`config.mk`:
```
export PLATFORM = sky130hd
export DESIGN_NAME = psd_accumulator
export DESIGN_NICKNAME = d
export VERILOG_FILES = /design/src/rtl/psd_accumulator.sv
export SDC_FILE = /design/constraint.sdc
export NUM_CORES = 1
export LEC_CHECK = 0
export CORE_ASPECT_RATIO = 1.1
export CORE_MARGIN = 4
export CORE_UTILIZATION = 51
export CTS_CLUSTER_DIAMETER = 60
export DETAILED_ROUTE_END_ITERATION = 12
export PLACE_DENSITY = 0.8
export SYNTH_ARGS = -nofsm -noshare
export SYNTH_HDL_FRONTEND = slang
export SYNTH_SLANG_ARGS = --single-unit
export TNS_END_PERCENT = 100
```
`constraint.sdc`:
```
create_clock -name clk -period 3 [get_ports clk]
set_input_delay 0.3 -clock clk [delete_from_list [all_inputs] [get_ports clk]]
set_output_delay 0.3 -clock clk [all_outputs]
set_load 0.02 [all_outputs]
```
`src/rtl/psd_accumulator.sv`:
```
// PSD bin accumulator: read-modify-writes per-bin sums into a dual-port BRAM
// and streams the final sums of an averaging run out on AXI-Stream.
module psd_accumulator #(
  parameter int unsigned PERIOD       = 256,
  parameter int unsigned PERIOD_WIDTH = 8,
  parameter int unsigned DATA_WIDTH   = 32,
  parameter int unsigned ACC_WIDTH    = 32,
  parameter int unsigned BRAM_LATENCY = 2
) (
  input  logic                    clk,
  input  logic                    aresetn,
  input  logic                    s_axis_tvalid,
  input  logic [DATA_WIDTH-1:0]   s_axis_tdata,
  input  logic [PERIOD_WIDTH+1:0] addr,
  input  logic                    first_cycle,
  input  logic                    last_cycle,
  output logic [PERIOD_WIDTH+1:0] bram_raddr,
  input  logic [ACC_WIDTH-1:0]    bram_rdata,
  output logic [PERIOD_WIDTH+1:0] bram_waddr,
  output logic [ACC_WIDTH-1:0]    bram_wdata,
  output logic                    bram_we,
  output logic                    m_axis_tvalid,
  output logic [ACC_WIDTH-1:0]    m_axis_tdata,
  output logic                    m_axis_tlast,
  output logic                    overflow
);

  localparam int unsigned ADDR_W = PERIOD_WIDTH + 2;
  localparam int unsigned TAP    = BRAM_LATENCY - 1;

  typedef enum logic {IDLE, RUN} state_t;

  state_t                    state, state_nxt;
  logic                      s0_valid;
  logic [DATA_WIDTH-1:0]     s0_data;
  logic [PERIOD_WIDTH-1:0]   s0_bin;
  logic                      accept;

  logic [BRAM_LATENCY-1:0]   dl_valid, dl_first, dl_last;
  logic [DATA_WIDTH-1:0]     dl_data [BRAM_LATENCY];
  logic [ADDR_W-1:0]         dl_addr [BRAM_LATENCY];

  logic [ACC_WIDTH:0]        sum_wide;
  logic [ACC_WIDTH-1:0]      sum_sat;
  logic                      sum_ovf;
  logic                      out_bin_last;

  assign s0_bin = addr[ADDR_W-1:2];

  // Read address is the sideband itself so rdata lines up with the delay line tap.
  assign bram_raddr = aresetn ? addr : '0;

  always_ff @(posedge clk or negedge aresetn) begin
    if (!aresetn) state <= IDLE;
    else          state <= state_nxt;
  end

  // Only a first-cycle bin-0 beat arms the block; everything before it is discarded.
  always_comb begin
    state_nxt = state;
    accept    = 1'b0;
    case (state)
      IDLE: begin
        if (s0_valid && first_cycle && (s0_bin == '0)) begin
          state_nxt = RUN;
          accept    = 1'b1;
        end
      end
      RUN:     accept = s0_valid;
      default: state_nxt = IDLE;
    endcase
  end

  always_ff @(posedge clk or negedge aresetn) begin
    if (!aresetn) begin
      s0_valid <= 1'b0;
      s0_data  <= '0;
      dl_valid <= '0;
      dl_first <= '0;
      dl_last  <= '0;
      for (int unsigned i = 0; i < BRAM_LATENCY; i++) begin
        dl_data[i] <= '0;
        dl_addr[i] <= '0;
      end
    end else begin
      s0_valid    <= s_axis_tvalid;
      s0_data     <= s_axis_tdata;
      dl_valid[0] <= accept;
      dl_first[0] <= first_cycle;
      dl_last[0]  <= last_cycle;
      dl_data[0]  <= s0_data;
      dl_addr[0]  <= addr;
      for (int unsigned i = 1; i < BRAM_LATENCY; i++) begin
        dl_valid[i] <= dl_valid[i-1];
        dl_first[i] <= dl_first[i-1];
        dl_last[i]  <= dl_last[i-1];
        dl_data[i]  <= dl_data[i-1];
        dl_addr[i]  <= dl_addr[i-1];
      end
    end
  end

  always_comb begin
    sum_wide = '0;
    if (dl_first[TAP]) sum_wide = (ACC_WIDTH+1)'(dl_data[TAP]);
    else               sum_wide = {1'b0, bram_rdata} + (ACC_WIDTH+1)'(dl_data[TAP]);
    sum_ovf = sum_wide[ACC_WIDTH];
    sum_sat = sum_ovf ? '1 : sum_wide[ACC_WIDTH-1:0];
  end

  assign out_bin_last = (dl_addr[TAP][ADDR_W-1:2] == PERIOD_WIDTH'(PERIOD - 1));

  always_ff @(posedge clk or negedge aresetn) begin
    if (!aresetn) begin
      bram_we       <= 1'b0;
      bram_waddr    <= '0;
      bram_wdata    <= '0;
      m_axis_tvalid <= 1'b0;
      m_axis_tdata  <= '0;
      m_axis_tlast  <= 1'b0;
      overflow      <= 1'b0;
    end else begin
      bram_we       <= dl_valid[TAP];
      bram_waddr    <= dl_addr[TAP];
      bram_wdata    <= sum_sat;
      m_axis_tvalid <= dl_valid[TAP] && dl_last[TAP];
      m_axis_tlast  <= dl_valid[TAP] && dl_last[TAP] && out_bin_last;
      if (dl_valid[TAP] && dl_last[TAP]) m_axis_tdata <= sum_sat;
      if (dl_valid[TAP] && sum_ovf)      overflow     <= 1'b1;
    end
  end

endmodule

```
==> results of run 1 <==
-- metal layers --
metal / wire length (um) / part of all wire [%] / vias up / track usage [%]
met4: 448 / 2.2 / 0 / 6.268
met1: 7985 / 40 / 2787 / 29.01
met5: 0 / 0 / - / 0
li1: - / - / 2628 / -
met2: 9957 / 50 / 203 / 38.52
met3: 1531 / 7.7 / 42 / 6.086
-- cell usage after synthesis (3+ instances only) --
library cell,instances,area [sq um]
buf_6,7,78.83
xnor2_1,12,105.1
nor2b_1,3,18.77
a2bb2oi_1,11,96.34
inv_1,23,86.33
dfrtp_1,202,5055
a31o_2,3,26.28
nand4_1,7,43.79
o211ai_1,4,30.03
nand2b_1,5,31.28
mux2_4,6,90.09
nand2_1,30,112.6
nor3_1,8,40.04
o21ai_2,3,26.28
a21oi_2,7,61.31
nor3_2,9,90.09
a21oi_1,37,185.2
a21o_1,15,112.6
and2_1,13,81.33
xor2_1,15,131.4
mux2_2,24,270.3
buf_2,5,25.02
nor2_1,21,78.83
a31oi_1,7,43.79
o21a_1,3,22.52
ha_1,32,400.4
o21ai_0,13,65.06
clkbuf_1,9,33.78
nor4_1,3,18.77
o31ai_1,3,22.52
nand3_1,12,60.06
-- where the power goes --
part           switching, mW  internal [mW]
Clock                   1.02           1.49
Combinational          0.781          0.799
Sequential             0.119           2.96
-- repair_timing --
| item | 4_1_cts | 5_1_grt |
|---|---|---|
| pin swaps | 0 | 3 |
| setup endpoints to repair | 3 | 33 |
| hold endpoints to repair | 51 | 0 |
| hold buffers | 1 | 0 |
| gates resized for setup | 2 | 10 |
-- sequential cells by signal, summed over array words and instances (netlist names) --
signal         cells
m_axis_tlast       1
dl_first           2
bram_waddr        10
dl_last            2
bram_we            1
m_axis_tdata      32
dl_addr           20
s0_data           32
bram_wdata        32
s0_valid           1
m_axis_tvalid      1
overflow           1
dl_valid           2
state              1
dl_data           64
-- worst max-delay path, delay by kind of cell, from the launching register on --
family | cells | cell delay, ns
and+or+nand+nor | 2 | 0.44
buffers and inverters | 2 | 0.30
adders and majority gates | 1 | 0.32
AOI/OAI and AO/OA | 4 | 0.68
DFF | 1 | 0.40
muxes | 2 | 0.57
-- stage by stage --
stage / area, sq um / cells / total power, mW / TNS, ns / hold slack, ns
floorplan: 7971 / 594 / 3.867 / 0 / 0.004409
global placement: 10490 / 1032 / 4.655 / -6.895 / 0.2831
detailed placement: 10490 / 1032 / 4.691 / -9.441 / 0.2891
CTS: 11170 / 1069 / 7.230 / 0 / 0.2275
global route: 11210 / 1069 / 7.502 / -0.002956 / 0.2205
finish: 11210 / 1069 / 7.174 / 0 / 0.2437
-- final cells by class --
cell class | instances | area share [%]
clock inverters | 11 | 1.060
multi-input cells | 347 | 24.36
repair buffers | 265 | 21.62
inverters | 23 | 0.7701
clock buffers | 25 | 4.911
flip-flops and latches | 202 | 45.09
well taps | 196 | 2.187
-- cell families after synthesis --
logic type      count (synthesis)
xor+xnor                       27
fa+ha+maj                      33
mux                            32
simple gates                  121
buf+inv                        45
compound gates                134
flops                         202
-- how the worst min path moves through the flow --
stage               slack [ns]        startpoint  cells past startpoint       endpoint
global placement          0.28           aresetn                      1    s0_data[27]
finish                    0.24     s_axis_tvalid                      1       s0_valid
global route              0.22   s_axis_tdata[1]                      1     s0_data[1]
CTS                       0.23  s_axis_tdata[16]                      1    s0_data[16]
detailed placement        0.29           aresetn                      1    s0_data[30]
floorplan                0.004           aresetn                      0  bram_waddr[0]
==> out/qor.txt, run 1 <==
multiplexer share of the synthesized area: 4.772%
Syn-to-layout area delta: 40.64%
CTS tree: yes
Post-CTS Setup Inserts: 0
pre-CTS setup slack: -0.3294 ns
crit path cell chain: ha_1 -> buf_4 -> nand3_1 -> or3_1 -> o211ai_2 -> a21oi_1 -> buf_4 -> o21ai_0 -> mux2i_1 -> a31oi_1 -> mux2_2
largest family of logic cells by synthesized area: compound AO/OA/AOI/OAI gates
Reg2Reg Depth: 11
initial core utilization: 52.54%
DP Wirelength: 14550 um
final worst path period need: 2.856 ns
Pre-antenna DRT Iters: 4
Setup WS post-layout: 0.1441 ns
I/O pin count: 167
most frequent cells in the layout: dfrtp_1, clkdlybuf4s50_1, buf_4
via count: 5660
Pwr per Cell Area: 639.9 nW/um^2
EDFF count, synth: 0
clk_lat worst skew: 0.49 ns
gpl congestion: 0.9084
register area: 5055 sq um
Synth Register Bits: 202
grt total ovfl: 0
status: finished, final reports clean
CP startpoint kind: register
Post-Syn Area: 7971 sq um
WL per Instance: 18.64 um
clock-pin slew of the registers on the worst-case setup and hold paths: 0.06 ns
worst flop-to-flop path endpoint: m_axis_tdata[28]
Adder-Cell Fraction of Synth Area: 5.274%
Synth Area in Compound Gates: 12.34%
Synth Instances: 594
CTS root buffer: clkbuf_16
syn avg cell area: 13.42 sq um
die area: 17700 sq um
CORE AREA: 15170 sq um
Syn. warnings: 0
Top FF cell, synth: dfrtp_1
final core utilization: 73.89%
Setup crit end: m_axis_tdata[28]
n_diodes: 0
maximum vdd drop: 0.0005293 V
Max Buffers Root-to-Sink: 3
H-tree Lvls: 1
Port Buffers: 166
CP Capture Type: register
Hold WC Path Type: input pin to register
Detail Route Antenna Nets: 0
footprint of the multi-input gates: 2731 sq um
placement row count: 47
Final setup violation count: 0
worst slew pin tran: 0.9064 ns
crit-path max FO: 4
Crit Path Category: register to register
vias in the first global route: 6192
total CTS buffers: 20
first-pass GRT wire length: 32200 um
post-synth net total: 706
post-synthesis sequential area ratio: 63.41%
share of cells above drive strength 1: 23.48%
DRC violations left: 0
post-synth cell types: 64
largest net degree at the start of global routing: 77
vias per cell: 5.295
Fillers: 999
Post-synth ARST share: 100.0%
RR Startpoint: dl_data[7]
simple-gate portion of the synthesized area: 8.335%
static leakage: 5.100 nW
max frequency: 350.2 MHz
initial antenna violation count: 0
hold violation count in the final report: 0
Tcrit/Tclk final: 95.20%
Chip Width: 127.2 um
nets@finish: 971
die height: 139.1 um
total track usage: 22.76%
Relative slew margins: 39.58%
drt total wl: 19920 um
xor and xnor area share after synthesis: 2.967%
Worst setup startpoint: dl_data[7]
Worst Path Arrival: 3.22 ns
Num Clock Sinks: 202
Worst path max stage delay: 0.40 ns
cell mode on critical path: buf_4
worst endpoint required time: 3.36 ns
Max-cap violations: 0
Critical Path Slowest Stage Cell: dfrtp_1
Layout Skew: 0.02106 ns
initial drt markers: 234
most common cell after layout, fill and taps aside: dfrtp_1
fin. max-slew vios: 0
flop2flop setup slack: 0.14 ns
(Power assumes the default switching activity.)
==> run 2, diff against run 1 <==
--- a/config.mk
+++ b/config.mk
@@ -6,7 +6,6 @@
 export NUM_CORES = 1
 export LEC_CHECK = 0
 export CORE_ASPECT_RATIO = 1.1
-export CORE_MARGIN = 4
 export CORE_UTILIZATION = 51
 export CTS_CLUSTER_DIAMETER = 60
 export DETAILED_ROUTE_END_ITERATION = 12
==> constraint.sdc (replaced) <==
create_clock -name clk -period 2.74 [get_ports clk]
set_input_delay 0.274 -clock clk [delete_from_list [all_inputs] [get_ports clk]]
set_output_delay 0.274 -clock clk [all_outputs]
set_load 0.02 [all_outputs]
==> out/qor.txt, run 2 (synthesis gave the netlist of run 1 again) <==
status: finished, violations left
violated checks: setup timing
Clk pwr share: 34.1% (-0.9 points)
Setup WS post-layout: -0.05097 ns (-0.1951 ns)
clock-pin slew of the registers on the worst-case setup and hold paths: 0.06 ns (about the same)
Port Buffers: 166 (unchanged)
Pint: 5.716 mW (+8.9%)
crit-path max FO: 3 (-1)
CTS tree: yes
Worst Path Arrival: 3.16 ns (-0.06 ns)
grt total ovfl: 0 (unchanged)
CP startpoint kind: register
maximum vdd drop: 0.0005987 V (+13%)
most common cell after layout, fill and taps aside: dfrtp_1
via count: 5748 (+1.6%)
gpl congestion: 0.9500 (+4.6%)
worst slew pin tran: 0.8686 ns (-0.03776 ns)
initial antenna violation count: 0 (unchanged)
Chip Width: 121.2 um (-4.7%)
Pwr per Cell Area: 685.3 nW/um^2 (+7.1%)
Fillers: 957 (-4.2%)
nets@finish: 984 (+1.3%)
share of cells above drive strength 1: 27.20% (+3.7 points)
placed cell count: 1038 (+0.58%)
worst endpoint required time: 3.11 ns (-0.25 ns)
max frequency: 358.3 MHz (+2.3%)
Detail Route Antenna Nets: 0 (unchanged)
Pre-antenna DRT Iters: 5 (+1)
placement row count: 47 (unchanged)
Hold WC Path Type: input pin to register
WL per Instance: 17.92 um (-3.8%)
sequential power share: 42.8% (-0.2 points)
largest net degree at the start of global routing: 175 (+130%)
Layout Skew: 0.01802 ns (-0.003038 ns)
number of flip-flops in the largest register: 64 (unchanged)
Gate power share: 23.0% (+1.0 points)
total power: 7.864 mW (+9.6%)
cell area after layout: 11480 sq um (+2.4%)
NetSw: 2.148 mW (+12%)
DRC violations left: 0 (unchanged)
most frequent cells in the layout: dfrtp_1, clkdlybuf4s50_1, buf_4
Num Clock Sinks: 202 (unchanged)
most flop-heavy register: dl_data
Relative slew margins: 42.09% (+2.5 points)
Crit Path Category: register to register
initial core utilization: 52.54% (unchanged)
initial drt markers: 286 (+22%)
I/O pin count: 167 (unchanged)
clk_lat worst skew: 0.50 ns (about the same)
post-detailed-placement cell area: 10550 sq um (+0.60%)
switching share of power: 27.31% (+0.50 points)
vias in the first global route: 6165 (-0.44%)
die height: 133.1 um (-4.3%)
pre-CTS setup slack: -0.5052 ns (-0.1758 ns)
CP Capture Type: register
vias per cell: 5.312 (+0.33%)
final worst path period need: 2.791 ns (-0.06494 ns)
first-pass GRT wire length: 30990 um (-3.8%)
n_diodes: 0 (unchanged)
Max Buffers Root-to-Sink: 3 (unchanged)
DP Wirelength: 13720 um (-5.7%)
total CTS buffers: 21 (+5.0%)
static leakage: 5.174 nW (+1.5%)
Layout Cells excl Fill: 1082 (+1.2%)
die area: 16130 sq um (-8.8%)
fin. max-slew vios: 0 (unchanged)
drt total wl: 19390 um (-2.7%)
hold slack: 0.2122 ns (-0.03146 ns)
Final setup violation count: 12 (+12)
hold violation count in the final report: 0 (unchanged)
H-tree Lvls: 1 (unchanged)
unrepaired setup endpoints after global routing: true
CTS root buffer: clkbuf_16
Tcrit/Tclk final: 101.9% (+6.7 points)
total track usage: 24.93% (+2.2 points)
Syn-to-layout area delta: 43.96%
Max-cap violations: 0 (unchanged)
CORE AREA: 15170 sq um (unchanged)
run 2: final cells by class:
class | instances | area, sq um | share of cell area [%]
multi-input combinational | 348 | 2913 | 25.38
timing repair buffer | 276 | 2524 | 21.99
sequential | 202 | 5055 | 44.05
clock buffer | 26 | 554.3 | 4.830
inverter | 23 | 86.33 | 0.7523
clock inverter | 11 | 98.84 | 0.8613
tap | 196 | 245.2 | 2.137
run 2: worst max-delay path: stages (launching register included):
cell and delay [ns]:
dfrtp_1 0.39, ha_2 0.19, fa_2 0.39, a21oi_4 0.20
buf_4 0.14, o211a_1 0.17, o21ai_2 0.08, o21a_2 0.25
a21oi_4 0.16, buf_4 0.13, xor2_1 0.18, a2bb2oi_1 0.11
mux2_2 0.27
run 2: power groups by stage:
| stage | sequential [mW] | combinational (mW) | clock (mW) |
|---|---|---|---|
| after floorplan | 3.61 | 0.629 | 0 |
| after global placement | 3.41 | 1.68 | 0 |
| after detailed placement | 3.42 | 1.72 | 0 |
| after CTS | 3.37 | 1.76 | 2.75 |
| after global routing | 3.40 | 1.93 | 2.87 |
| final | 3.37 | 1.81 | 2.69 |
run 2: final timing paths:
check                                start                to  slack, ns  cells past startpoint
hold reg to reg                dl_data[45]       dl_data[13]       0.34                      0
setup reg to reg                dl_data[0]  m_axis_tdata[22]      -0.05                     12
hold / removal             s_axis_tdata[6]        s0_data[6]       0.21                      1
min in group asynchronous          aresetn       dl_addr[19]       0.23                      2
max in group asynchronous          aresetn       dl_data[12]       1.38                      3
setup / recovery                dl_data[0]  m_axis_tdata[22]      -0.05                     12
run 2: repair_timing:
action,in CTS,in global routing
setup endpoints to repair,34,34
gates resized for setup,14,34
setup buffers,4,1
hold endpoints to repair,28,0
hold buffers,1,0
gates cloned,1,0
pin swaps,5,7
run 2: per-layer routing:
| metal | GRT usage (%) | up-vias | share of wire (%) |
|---|---|---|---|
| li1 | - | 2655 | - |
| met1 | 29.54 | 2845 | 38 |
| met2 | 44.10 | 200 | 53 |
| met3 | 6.207 | 48 | 6.8 |
| met4 | 8.299 | 0 | 2.7 |
| met5 | 0 | - | 0 |
run 2: stage by stage:
step           setup TNS (ns)  utilization [%]
6_report              -0.2305            75.64
4_1_cts               -0.8446            74.52
3_3_place_gp           -15.37            69.52
2_1_floorplan               0                -
5_1_grt                -3.062            75.64
3_5_place_dp           -19.32            69.52
